### src/rtl/redux_pkg.sv
// Shared types and constants for the Redux-V control path.
// Covers FSM state codes, PC source select codes and the opcodes the sequencer inspects.
package redux_pkg;

  typedef enum logic [2:0] {
    ST_IDLE   = 3'd0,
    ST_FETCH  = 3'd1,
    ST_DECODE = 3'd2,
    ST_EXEC   = 3'd3,
    ST_MEM    = 3'd4,
    ST_HALT   = 3'd5,
    ST_FAULT  = 3'd6
  } state_t;

  localparam logic [1:0] PC_INC = 2'b00;
  localparam logic [1:0] PC_BR  = 2'b01;
  localparam logic [1:0] PC_JMP = 2'b10;

  localparam logic [3:0] OP_BR  = 4'b0000;
  localparam logic [3:0] OP_JMP = 4'b0001;
  localparam logic [3:0] OP_LD  = 4'b0010;
  localparam logic [3:0] OP_ST  = 4'b0011;

  function automatic logic is_mem_op(input logic [3:0] op);
    return (op == OP_LD) || (op == OP_ST);
  endfunction

  // States that hold a memory request open and are covered by the timeout.
  function automatic logic is_wait_state(input state_t s);
    return (s == ST_FETCH) || (s == ST_MEM);
  endfunction

endpackage

### src/rtl/mem_wait_timer.sv
// Counts request cycles without an acknowledge.
// Flags expiry on the MAX_WAIT-th cycle that still has no ack.
module mem_wait_timer #(
  parameter int MAX_WAIT = 15
) (
  input  logic clk,
  input  logic rst_n,
  input  logic clear,
  input  logic ack,
  output logic expired
);

  localparam int W = $clog2(MAX_WAIT + 1);
  localparam logic [W-1:0] LAST = W'(MAX_WAIT - 1);

  logic [W-1:0] cnt_reg;

  always_ff @(posedge clk or negedge rst_n) begin
    if (!rst_n) begin
      cnt_reg <= '0;
    end else if (clear) begin
      cnt_reg <= '0;
    end else if (!ack && (cnt_reg != LAST)) begin
      cnt_reg <= cnt_reg + W'(1);
    end
  end

  // An ack on the final allowed cycle still wins over the timeout.
  assign expired = !ack && (cnt_reg == LAST);

endmodule

### src/rtl/cpu_sequencer.sv
// Multi-cycle fetch/decode/execute/memory sequencer for the Redux-V core.
// Turns decoder levels into single-cycle strobes and guards memory waits with a timeout.
module cpu_sequencer
  import redux_pkg::*;
#(
  parameter int CNT_W    = 16,
  parameter int MAX_WAIT = 15
) (
  input  logic             clk,
  input  logic             rst_n,
  input  logic             start,
  input  logic             halt_req,
  input  logic [3:0]       opcode,
  input  logic             dec_we,
  input  logic             dec_re,
  input  logic             dec_b,
  input  logic             dec_j,
  input  logic             br_taken,
  input  logic             mem_ack,
  output logic             mem_req,
  output logic             addr_sel,
  output logic             ir_we,
  output logic             pc_we,
  output logic [1:0]       pc_sel,
  output logic             rf_we,
  output logic             dmem_we,
  output logic             busy,
  output logic             fault,
  output logic [2:0]       state,
  output logic [CNT_W-1:0] instr_cnt
);

  state_t           state_reg;
  state_t           state_next;
  logic             mem_req_reg;
  logic             addr_sel_reg;
  logic             busy_reg;
  logic             fault_reg;
  logic [CNT_W-1:0] instr_cnt_reg;
  logic             retire;
  logic             timer_clear;
  logic             timer_expired;
  state_t           retire_dest;
  logic             exec_is_br;
  logic             exec_is_jmp;

  // Branch/jump are identified by opcode; the decoder's b/j levels must agree.
  assign exec_is_br  = (opcode == OP_BR)  || (dec_b && (opcode == OP_BR));
  assign exec_is_jmp = (opcode == OP_JMP) || (dec_j && (opcode == OP_JMP));

  assign retire_dest = halt_req ? ST_HALT : ST_FETCH;

  // Ack-qualified and EXEC strobes, decoded from the registered state.
  always_comb begin
    pc_we  = 1'b0;
    pc_sel = PC_INC;
    rf_we  = 1'b0;
    retire = 1'b0;
    case (state_reg)
      ST_EXEC: begin
        if (!is_mem_op(opcode)) begin
          retire = 1'b1;
          pc_we  = 1'b1;
          if (exec_is_br) begin
            pc_sel = br_taken ? PC_BR : PC_INC;
          end else if (exec_is_jmp) begin
            pc_sel = PC_JMP;
          end else begin
            rf_we = dec_re;
          end
        end
      end
      ST_MEM: begin
        if (mem_ack) begin
          retire = 1'b1;
          pc_we  = 1'b1;
          rf_we  = (opcode == OP_LD);
        end
      end
      default: begin
        retire = 1'b0;
      end
    endcase
  end

  assign ir_we   = (state_reg == ST_FETCH) && mem_ack;
  assign dmem_we = (state_reg == ST_MEM) && dec_we;

  always_comb begin
    state_next = state_reg;
    case (state_reg)
      ST_IDLE, ST_HALT: if (start) state_next = ST_FETCH;
      ST_FETCH: begin
        if (mem_ack)            state_next = ST_DECODE;
        else if (timer_expired) state_next = ST_FAULT;
      end
      ST_DECODE: state_next = ST_EXEC;
      ST_EXEC:   state_next = is_mem_op(opcode) ? ST_MEM : retire_dest;
      ST_MEM: begin
        if (mem_ack)            state_next = retire_dest;
        else if (timer_expired) state_next = ST_FAULT;
      end
      ST_FAULT:  state_next = ST_FAULT;
      default:   state_next = ST_IDLE;
    endcase
  end

  // Any state change restarts the wait count, so FETCH and MEM each start from zero.
  assign timer_clear = (state_next != state_reg) || !is_wait_state(state_reg);

  mem_wait_timer #(
    .MAX_WAIT(MAX_WAIT)
  ) u_wait_timer (
    .clk    (clk),
    .rst_n  (rst_n),
    .clear  (timer_clear),
    .ack    (mem_ack),
    .expired(timer_expired)
  );

  // Level outputs are registered from the next state so they line up with it.
  always_ff @(posedge clk or negedge rst_n) begin
    if (!rst_n) begin
      state_reg     <= ST_IDLE;
      mem_req_reg   <= 1'b0;
      addr_sel_reg  <= 1'b0;
      busy_reg      <= 1'b0;
      fault_reg     <= 1'b0;
      instr_cnt_reg <= '0;
    end else begin
      state_reg    <= state_next;
      mem_req_reg  <= is_wait_state(state_next);
      addr_sel_reg <= (state_next == ST_MEM);
      busy_reg     <= (state_next == ST_FETCH) || (state_next == ST_DECODE) ||
                      (state_next == ST_EXEC)  || (state_next == ST_MEM);
      fault_reg    <= fault_reg || (state_next == ST_FAULT);
      if (retire) begin
        instr_cnt_reg <= instr_cnt_reg + CNT_W'(1);
      end
    end
  end

  assign mem_req   = mem_req_reg;
  assign addr_sel  = addr_sel_reg;
  assign busy      = busy_reg;
  assign fault     = fault_reg;
  assign state     = state_reg;
  assign instr_cnt = instr_cnt_reg;

endmodule

### config.mk
export PLATFORM = sky130hd
export DESIGN_NAME = cpu_sequencer
export DESIGN_NICKNAME = d
export VERILOG_FILES = /design/src/rtl/redux_pkg.sv /design/src/rtl/mem_wait_timer.sv /design/src/rtl/cpu_sequencer.sv
export SDC_FILE = /design/constraint.sdc
export NUM_CORES = 1
export LEC_CHECK = 0
export BUFFER_PORTS_ARGS = -buffer_cell sky130_fd_sc_hd__buf_2
export CORE_ASPECT_RATIO = 0.5
export CORE_MARGIN = 2
export CORE_UTILIZATION = 50
export CTS_CLUSTER_DIAMETER = 50
export DETAILED_ROUTE_END_ITERATION = 8
export GPL_TIMING_DRIVEN = 0
export PLACE_DENSITY = 0.83
export SETUP_SLACK_MARGIN = 0.2
export SLEW_MARGIN = 20
export SYNTH_ARGS = -nofsm -noshare
export SYNTH_HDL_FRONTEND = slang
export SYNTH_SLANG_ARGS = --single-unit
### constraint.sdc
create_clock -name clk -period 2 [get_ports clk]
set_input_delay 0.1 -clock clk [delete_from_list [all_inputs] [get_ports clk]]
set_output_delay 0.1 -clock clk [all_outputs]
set_load 0.02 [all_outputs]
# --- Word-level counts from Yosys, hierarchy flattened ---
# Cells that the tools add are included.
classes:
  n_reduce_logical: 22
  n_addsub: 2
  n_eq_ne: 17
  n_mux: 22
op_table:
  columns: ["operator", "count"]
  rows:
  - ["$mux W3", 6]
  - ["$pmux W3 S6", 1]
  - ["$add A16 B1 Y16 const B", 1]
  - ["$eq A3 B3 Y1 const B", 5]
  - ["$eq A3 B2 Y1 const B", 4]
  - ["$logic_or A1 B1 Y1", 10]
  - ["$eq A4 B2 Y1 const B", 2]
  - ["$mux W2", 4]
  - ["$mux W4", 2]
  - ["$mux W1", 7]
  - ["$eq A3 B1 Y1 const B", 2]
  - ["$logic_and A1 B1 Y1", 6]
  - ["$add A4 B1 Y4 const B", 1]
  - ["$eq A4 B1 Y1 const B", 1]
  - ["$eq A4 B4 Y1 const B", 1]
  - ["$logic_not A4 Y1", 1]
  - ["$ne A4 B4 Y1 const B", 1]
  - ["$pmux W1 S2", 2]
  - ["$logic_not A3 Y1", 1]
  - ["$ne A3 B3 Y1", 1]
  - ["$logic_not A1 Y1", 2]
  - ["$reduce_bool A2 Y1", 1]
  - ["$reduce_or A2 Y1", 1]
totals:
  out_inout_bits: 29
  reg_bits: 27
  wordCells: 70
  inputBits: 14

# --- Depth between registers and ports, before layout ---
# Gate-level depths: netlist (run 1).
depth:
  depth_word: 9
  ltp_mapped: 7
  depth_no_buf: 7

# --- Cells and area by module ---
# From an unflattened synthesis (run 1), not the netlist that was laid out.
hier_totals:
  hier_cells: 139
  hier_area_um2: 1532.7
modules_own_cells:
  columns: ["mod", "area_each_um2", "n_inst", "seq_area_each_um2", "cells_per_inst"]
  rows:
  - ["cpu_sequencer", 1293.7, 1, 575.6, 117]
  - ["mem_wait_timer", 239.0, 1, 100.1, 22]

# --- Worst setup path before layout (run 1) ---
# No wires, ideal clock.
synth_path:
  path_type: "register to register"
  from: "reg u_wait_timer.cnt_reg[0]"
  to: "reg busy_reg (netlist: busy)"
  required_ns: 1.877
  path_stages_with_launch: 8
  arrival_time_ns: 1.661
  synth_period_minus_slack_ns: 1.784
  slack_ns: 0.216
  path_buffers: 0
  path_cell_list: "dfrtp_1 > inv_1 > ha_1 > a31oi_1 > o221a_2 > inv_2 > or4_4 > xnor2_1"
synth_via:
  elab_chain_len: 9
  word_cells_on_any_way: 13
  classes_between: "5 x eq/ne; 4 x mux; 4 x reduce/logical"
synth_rtl:
  columns: ["item", "line_no", "text"]
  rows:
  - ["from (decl)", "mem_wait_timer.sv:16", "logic [W-1:0] cnt_reg;"]
  - ["from (signal assigned)", "mem_wait_timer.sv:24", "cnt_reg <= cnt_reg + W'(1);"]
  - ["$eq A4 B4 Y1 *", "mem_wait_timer.sv:29", "assign expired = !ack && (cnt_reg == LAST);"]
  - ["$logic_and A1 B1 Y1 *", "mem_wait_timer.sv:29", null]
  - ["$mux W3 *", "cpu_sequencer.sv:95, cpu_sequencer.sv:101", null]
  - ["$mux W3, on equally long branches", "cpu_sequencer.sv:100, cpu_sequencer.sv:94", null]
  - ["$pmux W3 S6 *", "cpu_sequencer.sv:91", "case (state_reg)"]
  - ["via state_next[1]", "cpu_sequencer.sv:34", "state_t state_next;"]
  - ["$eq A3 B1 Y1 or $eq A3 B2 Y1 (tied branches)", "cpu_sequencer.sv:134", "busy_reg <= (state_next == ST_FETCH) || (state_next == ST_DECODE) ||"]
  - ["$logic_or A1 B1 Y1 (2 in series)", "cpu_sequencer.sv:134", null]
  - ["$logic_or A1 B1 Y1 *", "cpu_sequencer.sv:135", "(state_next == ST_EXEC) || (state_next == ST_MEM);"]
  - ["to (signal assigned)", "cpu_sequencer.sv:134", null]
  - ["to (decl)", "cpu_sequencer.sv:37", "logic busy_reg;"]
# Mark *: on every way through the listed nets, which the timed path passes. The rest lies on a longest branch.
# A chain may end at the register's enable or synchronous reset.

# --- Final worst setup path (run 1) ---
layout_path:
  from: "reg u_wait_timer.cnt_reg[1]"
  to: "reg busy_reg (netlist: busy)"
# Same word-level chain as after synthesis.

==> results of run 1 <==
==> cell usage in the layout, fill, tap and decap left out, types with 2 or more instances in the layout <==
| master | Yosys | layout |
|---|---|---|
| nor2_1 | 16 | 16 |
| inv_2 | 1 | 2 |
| a21oi_1 | 2 | 2 |
| nand2b_1 | 2 | 2 |
| clkbuf_8 | 0 | 3 |
| nor3_1 | 2 | 2 |
| buf_2 | 3 | 39 |
| inv_1 | 6 | 5 |
| xnor2_1 | 16 | 16 |
| nand4_1 | 11 | 11 |
| nand2_1 | 9 | 9 |
| buf_6 | 1 | 3 |
| and3_1 | 2 | 2 |
| xor2_1 | 2 | 2 |
| buf_4 | 0 | 7 |
| o31ai_1 | 2 | 2 |
| ha_1 | 3 | 2 |
| nand3_1 | 7 | 7 |
| dfrtp_1 | 27 | 26 |
| nor3b_2 | 1 | 2 |
| nand3b_1 | 3 | 3 |
| o21ai_0 | 2 | 2 |
==> final cells by class <==
| class | count | area (µm²) |
|---|---|---|
| inverters | 7 | 26.3 |
| well taps | 37 | 46.3 |
| repair buffers | 46 | 250 |
| plain buffers | 5 | 45.0 |
| flip-flops and latches | 27 | 677 |
| multi-input cells | 99 | 734 |
| clock buffers | 3 | 41.3 |
| fillers | 195 | 823 |
| clock inverters | 1 | 7.51 |
==> power by group through the flow <==
stage / Clock (mW) / Combinational, mW / Sequential [mW]
floorplan: 0 / 0.634 / 0.916
global placement: 0 / 1.01 / 0.797
detailed placement: 0 / 1.04 / 0.804
CTS: 0.321 / 1.10 / 0.793
global route: 0.347 / 1.27 / 0.820
finish: 0.315 / 1.17 / 0.797
==> cells by family (layout without fill, tap and decap cells) <==
group / after synthesis / count (layout)
buffers and inverters: 12 / 62
xor gates and xnor gates: 18 / 18
DFF: 27 / 27
muxes: 2 / 2
AOI/OAI and AO/OA: 12 / 12
adders and majority gates: 3 / 3
and+or+nand+nor: 64 / 64
==> what timing repair did <==
item | 4_1_cts | 5_1_grt
pin swaps | 1 | 2
gates cloned | 0 | 0
setup endpoints to repair | 4 | 5
hold endpoints to repair | 27 | 0
resized for setup | 6 | 9
hold buffers | 1 | 0
setup buffers | 2 | 3
==> critical path, cell delays in order, from the launching register on <==
cell	delay, ps
dfrtp_1	430
ha_4	180
a31oi_4	210
o221a_4	230
inv_2	40
or4_4	430
xnor2_1	140
==> routing by layer <==
metal	global-route usage	routed length (µm)
met1	0.261	1410
met2	0.308	1470
met3	0.0457	150
met4	0.0207	0
met5	0	0
==> how the worst max path moves through the flow <==
stage / cells past startpoint / endpoint / start
4_1_cts: 6 / busy$_DFF_PN0_ / u_wait_timer.cnt_reg[1]$_DFFE_PN0P_
3_3_place_gp: 7 / busy$_DFF_PN0_ / u_wait_timer.cnt_reg[0]$_DFFE_PN0P_
6_report: 6 / busy$_DFF_PN0_ / u_wait_timer.cnt_reg[1]$_DFFE_PN0P_
3_5_place_dp: 7 / busy$_DFF_PN0_ / u_wait_timer.cnt_reg[0]$_DFFE_PN0P_
5_1_grt: 6 / busy$_DFF_PN0_ / u_wait_timer.cnt_reg[1]$_DFFE_PN0P_
2_1_floorplan: 7 / busy$_DFF_PN0_ / u_wait_timer.cnt_reg[0]$_DFFE_PN0P_
==> metrics by stage <==
stage	utilization	worst slack (ps)	hold WS, ps	instance area [µm²]	power, mW
2_1_floorplan	-	216	-196	1420	1.55
3_3_place_gp	0.630	96.5	130	1670	1.81
3_5_place_dp	0.630	75.7	143	1670	1.85
4_1_cts	0.664	190	198	1760	2.22
5_1_grt	0.689	176	223	1830	2.43
6_report	0.689	239	207	1830	2.29
==> summary.md, run 1 <==
| Metric | Value |
|---|---|
| Synth cell count leaders | dfrtp_1 (27), nor2_1 (16), xnor2_1 (16) |
| Reg power frac | 0.349 |
| Reg2reg end | busy$_DFF_PN0_ |
| Die ar. | 3320 µm² |
| Gr ovfl total | 0 |
| FP Rows | 13 |
| Share of layout cells above drive strength 1 | 0.367 |
| Vias | 1201 |
| FFs w/ async S/R, synth | 1.00 |
| Ys flop type | dfrtp_1 |
| Clock buffer depth | 2 |
| Placed Cells | 215 |
| Final Cycle Share | 0.881 |
| Simple-Gate Fraction of Synth Area | 0.261 |
| Port Buffers | 40 |
| CTS Buf Count | 3 |
| Initial antenna violation count | 0 |
| Die Y | 41.7 µm |
| Nets@finish | 206 |
| Skew final | 11.0 ps |
| H-Tree Depth | 1 |
| WHS Endpoint | u_wait_timer.cnt_reg[1]$_DFFE_PN0P_ |
| Multiplexer area fraction after synthesis | 0.0149 |
| DRT antenna net count | 0 |
| Clock Tree Root | clkbuf_8 |
| Hold Fails Final Rpt | 0 |
| Worst Reg-to-Reg Cells | 6 |
| WL/cell | 13.5 µm |
| Synth Cell Area | 1420 µm² |
| Via density per instance | 5.34 |
| VDD IR max | 0.887 mV |
| Max-slew violation count | 0 |
| Synth Area in Compound Gates | 0.0729 |
| DRT Pass-1 Iters | 4 |
| Hold_sp | mem_ack |
| LEAKAGE | 0.863 nW |
| Post-Synth XOR/XNOR Area | 0.111 |
| Diodes inserted | 0 |
| GP Congestion | 0.780 |
| Worst slew margin | 0.599 |
| Max cap viols | 0 |
| CP Class | register to register |
| Synth-to-layout area growth | 28.4% |
| Fraction of the mapped netlist area in adder cells | 0.0264 |
| Min-Delay Path Class | input port to register |
| Largest family of logic cells by synthesized area | simple AND/OR/NAND/NOR gates |
| Worst reg2reg path startpoint | u_wait_timer.cnt_reg[1]$_DFFE_PN0P_ |
| Initial drt markers | 58 |
| Maximum achievable frequency | 568 MHz |
| Pint | 1.33 mW |
| Most frequent cell after synthesis | dfrtp_1 |
| I/O Pins | 43 |
| First-pass GRT wire length | 4890 µm |
| NetSw | 955 µW |
| Final Instance Count excl. Fillers | 225 |
| Largest register FFs | 16 |
| Crit path launch type | register |
| Initial Util | 0.537 |
| DRC | 0 |
| TritonCTS clock tree | yes |
| Worst-margin pin slew | 601 ps |
| Outcome | finished clean |
| Clk pwr share | 0.138 |
| Largest net degree at the start of global routing | 28 |
| Arr. time, crit path | 1940 ps |
| GRT Resource Usage Total | 0.187 |
| Ranking of synthesized cells by area | dfrtp_1 (47%), xnor2_1 (9.8%), nand4_1 (4.8%), nor2_1 (4.2%), ha_1 (2.6%) |
| Hold Path Cell Cnt | 4 |
| Reg2Reg Setup Slack | 240 ps |
| Vias in the first global route | 1058 |
| Post-synth EDFFs | 0 |
| Unrepaired setup endpoints after global routing | yes |
| Synth Net Count | 155 |
| Synth cell types | 38 |
| Logic pwr share | 0.513 |
| Die Wd | 79.5 µm |
| Req. time, crit path | 2170 ps |
| Mapped Avg Cell Area | 10.3 µm² |
| Dpl hpwl | 2150 µm |
| Final setup viols | 0 |
| Area share of the largest cell type after synthesis | 0.475 |
| Power Density | 1250 nW/µm² |
| Routed wire length | 3030 µm |
| Tmin final | 1760 ps |
| Worst skew pair latency | 280 ps |
| Synth Warn # | 0 |
| Post-Route Setup TNS | 0 ps |
| Post-synthesis sequential area ratio | 0.475 |
| Worst-path fanout max | 3 |
| Sw Share | 0.418 |
| Cells after Synth | 138 |
| Reg clk slew, reported paths | 100 ps |
| Core Area | 2650 µm² |
| Synth area leader | dfrtp_1 |
| CTS Sinks | 27 |
| #FFs+latches synth | 27 |
| CP endpoint kind | register |
(Power assumes the default switching activity.)
==> inputs of run 2 (changes only) <==
--- a/config.mk
+++ b/config.mk
@@ -8,11 +8,11 @@
 export BUFFER_PORTS_ARGS = -buffer_cell sky130_fd_sc_hd__buf_2
 export CORE_ASPECT_RATIO = 0.5
 export CORE_MARGIN = 2
-export CORE_UTILIZATION = 50
+export CORE_UTILIZATION = 54
 export CTS_CLUSTER_DIAMETER = 50
 export DETAILED_ROUTE_END_ITERATION = 8
 export GPL_TIMING_DRIVEN = 0
-export PLACE_DENSITY = 0.83
+export PLACE_DENSITY = 0.88
 export SETUP_SLACK_MARGIN = 0.2
 export SLEW_MARGIN = 20
 export SYNTH_ARGS = -nofsm -noshare
==> constraint.sdc (replaced) <==
create_clock -name clk -period 2.15 [get_ports clk]
set_input_delay 0.1075 -clock clk [delete_from_list [all_inputs] [get_ports clk]]
set_output_delay 0.1075 -clock clk [all_outputs]
set_load 0.02 [all_outputs]
==> run 2 against run 1 <==
- worst hold slack better by 2.0 ps
- sequential share of layout area increased by 1.7 points
- non-clock buffer count shrank 4
- utilization shrank 0.45 points
- die area down 6.9%
- combinational power decreased by 15%
- clock skew down 4.2 ps
- clock-buffer cell count is the same
- setup slack improved by 16 ps
- final area down 4.3%
- critical path type unchanged
- critical endpoint unchanged
- largest cell class unchanged
- highest routed layer is now met4
==> summary.md, run 2 (synthesized netlist as in run 1, its figures left out) <==
| Metric | Value |
|---|---|
| Unrepaired setup endpoints after global routing | yes |
| Final Cycle Share | 0.882 |
| Met2 usage | 0.350 |
| Initial antenna violation count | 0 |
| Die ar. | 3090 µm² |
| Hold Path Cell Cnt | 4 |
| Hold_sp | mem_ack |
| Via density per instance | 5.33 |
| DRT antenna net count | 0 |
| Gr ovfl total | 0 |
| Power Density | 1160 nW/µm² |
| Reg2Reg Setup Slack | 250 ps |
| Worst skew pair latency | 280 ps |
| I/O Pins | 43 |
| CTS Sinks | 27 |
| Synth-to-layout area growth | 22.8% |
| GR peak layer | met2 |
| Final Instance Count excl. Fillers | 221 |
| Largest register FFs | 16 |
| Worst-margin pin slew | 586 ps |
| FP Rows | 13 |
| Initial Util | 0.558 |
| Worst slew margin | 0.609 |
| Worst reg2reg path startpoint | u_wait_timer.cnt_reg[0]$_DFFE_PN0P_ |
| CP endpoint kind | register |
| Die Y | 40.3 µm |
| Clock buffer depth | 2 |
| Max cap viols | 0 |
| GRT met3 Usage | 0.0450 |
| Arr. time, crit path | 2070 ps |
| Final setup viols | 0 |
| CP startpoint | u_wait_timer.cnt_reg[0]$_DFFE_PN0P_ |
| Reg2reg end | busy$_DFF_PN0_ |
| Routed wire length | 2890 µm |
| Die Wd | 76.6 µm |
| Vias | 1177 |
| Worst-path fanout max | 4 |
| Reg clk slew, reported paths | 90 ps |
| Worst Reg-to-Reg Cells | 7 |
| Crit path launch type | register |
| Layout Utilization | 0.685 |
| Dpl hpwl | 2070 µm |
| Vias in the first global route | 1001 |
| Maximum achievable frequency | 527 MHz |
| Met1 Use GR | 0.234 |
| VDD IR max | 0.720 mV |
| Clock Tree Root | clkbuf_8 |
| Initial drt markers | 75 |
| Skew final | 6.80 ps |
| Core Area | 2550 µm² |
| DRC | 0 |
| Outcome | finished clean |
| Post-Route Setup TNS | 0 ps |
| LEAKAGE | 0.839 nW |
| First-pass GRT wire length | 4400 µm |
| WHS Endpoint | u_wait_timer.cnt_reg[1]$_DFFE_PN0P_ |
| Req. time, crit path | 2320 ps |
| Post-route cell area | 1750 µm² |
| Max-slew violation count | 0 |
| DRT Pass-1 Iters | 4 |
| CP Class | register to register |
| GP Congestion | 0.791 |
| Nets@finish | 202 |
| TritonCTS clock tree | yes |
| Min-Delay Path Class | input port to register |
| GRT Resource Usage Total | 0.189 |
| CTS Buf Count | 3 |
| Tmin final | 1900 ps |
| Post-DP Area | 1670 µm² |
| Diodes inserted | 0 |
| Share of layout cells above drive strength 1 | 0.332 |
| Placed Cells | 215 |
| Port Buffers | 40 |
| Largest net degree at the start of global routing | 28 |
| Hold Fails Final Rpt | 0 |
| WL/cell | 13.1 µm |
| Most frequent cells in the layout | buf_2 (40), dfrtp_1 (26), nor2_1 (16), xnor2_1 (16), nand4_1 (11) |
| H-Tree Depth | 1 |
| Most common cell after layout, fill and taps aside | buf_2 |
## run 2: how the worst max path moves through the flow
stage | end | slack, ps | depth (start not counted)
6_report | busy$_DFF_PN0_ | 250 | 7
5_1_grt | busy$_DFF_PN0_ | 190 | 7
4_1_cts | busy$_DFF_PN0_ | 200 | 7
3_5_place_dp | busy$_DFF_PN0_ | 230 | 7
3_3_place_gp | busy$_DFF_PN0_ | 250 | 7
2_1_floorplan | busy$_DFF_PN0_ | 370 | 7
## run 2: layout make-up
class / count / area [µm²]
flip-flops and latches: 27 / 677
inverters: 7 / 26.3
repair buffers: 42 / 218
fillers: 200 / 805
well taps: 37 / 46.3
clock buffers: 3 / 41.3
plain buffers: 5 / 37.5
clock inverters: 1 / 5.00
multi-input cells: 99 / 698
## run 2: metal layers
| metal | up-vias | routed length, µm |
|---|---|---|
| li1 | 578 | - |
| met1 | 570 | 1410 |
| met2 | 27 | 1360 |
| met3 | 2 | 108 |
| met4 | 0 | 10 |
| met5 | - | 0 |
## run 2: power by group
group | switching (mW) | internal (mW)
Combinational | 0.581 | 0.414
Sequential | 0.118 | 0.624
Clock | 0.163 | 0.130
Total | 0.862 | 1.17
## run 2: critical path: stages (launching register included)
cell and delay, ps:
dfrtp_1 390, inv_1 60, ha_1 220, a31oi_2 230, o221a_2 270, inv_2 50, or4_4 430, xnor2_1 140
## run 2: what timing repair did
| item | CTS | global route |
|---|---|---|
| resized for setup | 0 | 6 |
| buffers inserted | 0 | 1 |
| setup endpoints to repair | 0 | 4 |
| hold buffers | 1 | 0 |
| hold endpoints to repair | 27 | 0 |
## run 2: stage by stage
step                      total power [mW]  setup WS [ps]  hold slack (ps)
after global placement                1.68            247              131
after detailed placement              1.71            228              147
after CTS                             2.01            201              206
final                                 2.03            254              209
after floorplan                       1.44            366             -188
after global routing                  2.16            186              237
==> inputs of run 3 (changes only) <==
--- a/config.mk
+++ b/config.mk
@@ -8,11 +8,11 @@
 export BUFFER_PORTS_ARGS = -buffer_cell sky130_fd_sc_hd__buf_2
 export CORE_ASPECT_RATIO = 0.5
 export CORE_MARGIN = 2
-export CORE_UTILIZATION = 54
+export CORE_UTILIZATION = 50
 export CTS_CLUSTER_DIAMETER = 50
 export DETAILED_ROUTE_END_ITERATION = 8
 export GPL_TIMING_DRIVEN = 0
-export PLACE_DENSITY = 0.88
+export PLACE_DENSITY = 0.83
 export SETUP_SLACK_MARGIN = 0.2
 export SLEW_MARGIN = 20
 export SYNTH_ARGS = -nofsm -noshare
==> constraint.sdc (replaced) <==
create_clock -name clk -period 1.82 [get_ports clk]
set_input_delay 0.091 -clock clk [delete_from_list [all_inputs] [get_ports clk]]
set_output_delay 0.091 -clock clk [all_outputs]
set_load 0.02 [all_outputs]
==> run 3 against run 2 <==
- via count grew 5.5%
- die area grew 7.4%
- sequential power grew 19%
- clock-buffer cell count is the same
- clock skew shrank 3.0 ps
- largest power group unchanged
- critical path depth shrank 1
- clock power grew 17%
- setup slack lost 150 ps
- register-to-register slack lost 150 ps
- utilization grew 4.7 points
==> summary.md, run 3 (synthesized netlist as in run 1, its figures left out) <==
| Metric | Value |
|---|---|
| Max cap viols | 0 |
| Max-slew violation count | 0 |
| Worst-path fanout max | 3 |
| DRT Pass-1 Iters | 4 |
| Dpl hpwl | 2090 µm |
| Diodes inserted | 0 |
| Initial drt markers | 54 |
| Worst slew margin | 0.605 |
| Initial Util | 0.537 |
| DRC | 0 |
| Worst Setup EP | busy$_DFF_PN0_ |
| Nets@finish | 215 |
| CP startpoint | u_wait_timer.cnt_reg[0]$_DFFE_PN0P_ |
| Worst skew pair latency | 270 ps |
| Vias in the first global route | 1126 |
| GRT Resource Usage Total | 0.197 |
| Crit path launch type | register |
| Arr. time, crit path | 1890 ps |
| Die ar. | 3320 µm² |
| CTS Buf Count | 3 |
| Final Instance Count excl. Fillers | 234 |
| DRT antenna net count | 0 |
| CP Class | register to register |
| WL/cell | 13.9 µm |
| Routed wire length | 3240 µm |
| Final setup viols | 0 |
| Final Cycle Share | 0.943 |
| Largest net degree at the start of global routing | 28 |
| Maximum achievable frequency | 583 MHz |
| Placed Cells | 215 |
| FP Rows | 13 |
| Req. time, crit path | 1990 ps |
| Worst reg2reg path startpoint | u_wait_timer.cnt_reg[0]$_DFFE_PN0P_ |
| Most frequent cells in the layout | buf_2 (40), dfrtp_1 (24), nor2_1 (16), xnor2_1 (16) |
| Share of layout cells above drive strength 1 | 0.421 |
| Via density per instance | 5.31 |
| Clock buffer depth | 2 |
| Reg2reg end | busy$_DFF_PN0_ |
| Die Wd | 79.5 µm |
| Hold Path Cell Cnt | 5 |
| Power Density | 1410 nW/µm² |
| CTS Sinks | 27 |
| Port Buffers | 40 |
| Die Y | 41.7 µm |
| Hold Fails Final Rpt | 0 |
| Tmin final | 1720 ps |
| CP endpoint kind | register |
| Core Area | 2650 µm² |
| LEAKAGE | 0.919 nW |
| Post-Route Setup TNS | 0 ps |
| Most common cell after layout, fill and taps aside | buf_2 |
| Outcome | finished clean |
| Unrepaired setup endpoints after global routing | yes |
| Fillers | 175 |
| First-pass GRT wire length | 5090 µm |
| Min-Delay Path Class | input port to register |
| Worst-margin pin slew | 592 ps |
| Initial antenna violation count | 0 |
| Reg2Reg Setup Slack | 100 ps |
| Clock Tree Root | clkbuf_8 |
| TritonCTS clock tree | yes |
| Worst Reg-to-Reg Cells | 6 |
| Gr ovfl total | 0 |
| GP Congestion | 0.771 |
| H-Tree Depth | 1 |
| Largest register FFs | 16 |
| Reg clk slew, reported paths | 90 ps |
| VDD IR max | 0.732 mV |
| Synth-to-layout area growth | 36.4% |
| Skew final | 3.78 ps |
| I/O Pins | 43 |
| Vias | 1242 |
run 3: what timing repair did:
item | 4_1_cts | 5_1_grt
gates resized for setup | 10 | 7
endpoints found under the setup margin | 13 | 16
setup buffers | 8 | 3
endpoints found under the hold margin | 27 | 0
pin swaps | 0 | 5
gates cloned | 0 | 3
hold buffers | 1 | 0
run 3: worst max-delay path, cell delays in order (launching register included):
cell and delay, ps:
dfrtp_1 390, inv_1 60, ha_2 200, a31oi_4 90
nor3b_2 200, or4_4 530, xnor2_1 140
run 3: where the power goes:
group          total, mW  switching [mW]  internal [mW]
logic               1.50           0.788          0.716
clock network      0.344           0.189          0.155
registers          0.883           0.141          0.742
total               2.73            1.12           1.61
run 3: cell type report:
| class | instances | area, µm² | share of cell area |
|---|---|---|---|
| tap | 37 | 46.3 | 0.0238 |
| timing repair buffer | 55 | 340 | 0.175 |
| buffer | 5 | 52.6 | 0.0271 |
| multi-input combinational | 99 | 748 | 0.385 |
| sequential | 27 | 679 | 0.350 |
| clock buffer | 3 | 41.3 | 0.0213 |
| inverter | 7 | 26.3 | 0.0135 |
| clock inverter | 1 | 7.51 | 0.00387 |
run 3: worst min path at each step:
| stage | from | endpoint |
|---|---|---|
| finish | opcode[3] | addr_sel$_DFF_PN0_ |
| global route | halt_req | state[2]$_DFF_PN0_ |
| CTS | opcode[3] | addr_sel$_DFF_PN0_ |
| detailed placement | rst_n | instr_cnt[8]$_DFFE_PN0P_ |
| global placement | rst_n | instr_cnt[8]$_DFFE_PN0P_ |
| floorplan | rst_n | addr_sel$_DFF_PN0_ |
run 3: through the flow:
step / setup WS (ps) / hold slack [ps] / area [µm²] / utilization / power, mW
after floorplan: 150 / -205 / 1460 / - / 1.74
after global placement: 80.9 / 120 / 1700 / 0.642 / 2.03
after detailed placement: 55.5 / 123 / 1700 / 0.642 / 2.07
after CTS: 111 / 304 / 1850 / 0.699 / 2.57
after global routing: 29.8 / 316 / 1940 / 0.732 / 2.90
final: 103 / 313 / 1940 / 0.732 / 2.73
run 3: per-layer routing:
layer  part of all wire  GRT usage  wire (µm)  up-vias
met5                  0          0          0        -
met3              0.054     0.0391        175        6
met4              0.023     0.0655         75        0
met2               0.48      0.331       1550       45
li1                   -          -          -      606
met1               0.45      0.257       1450      585
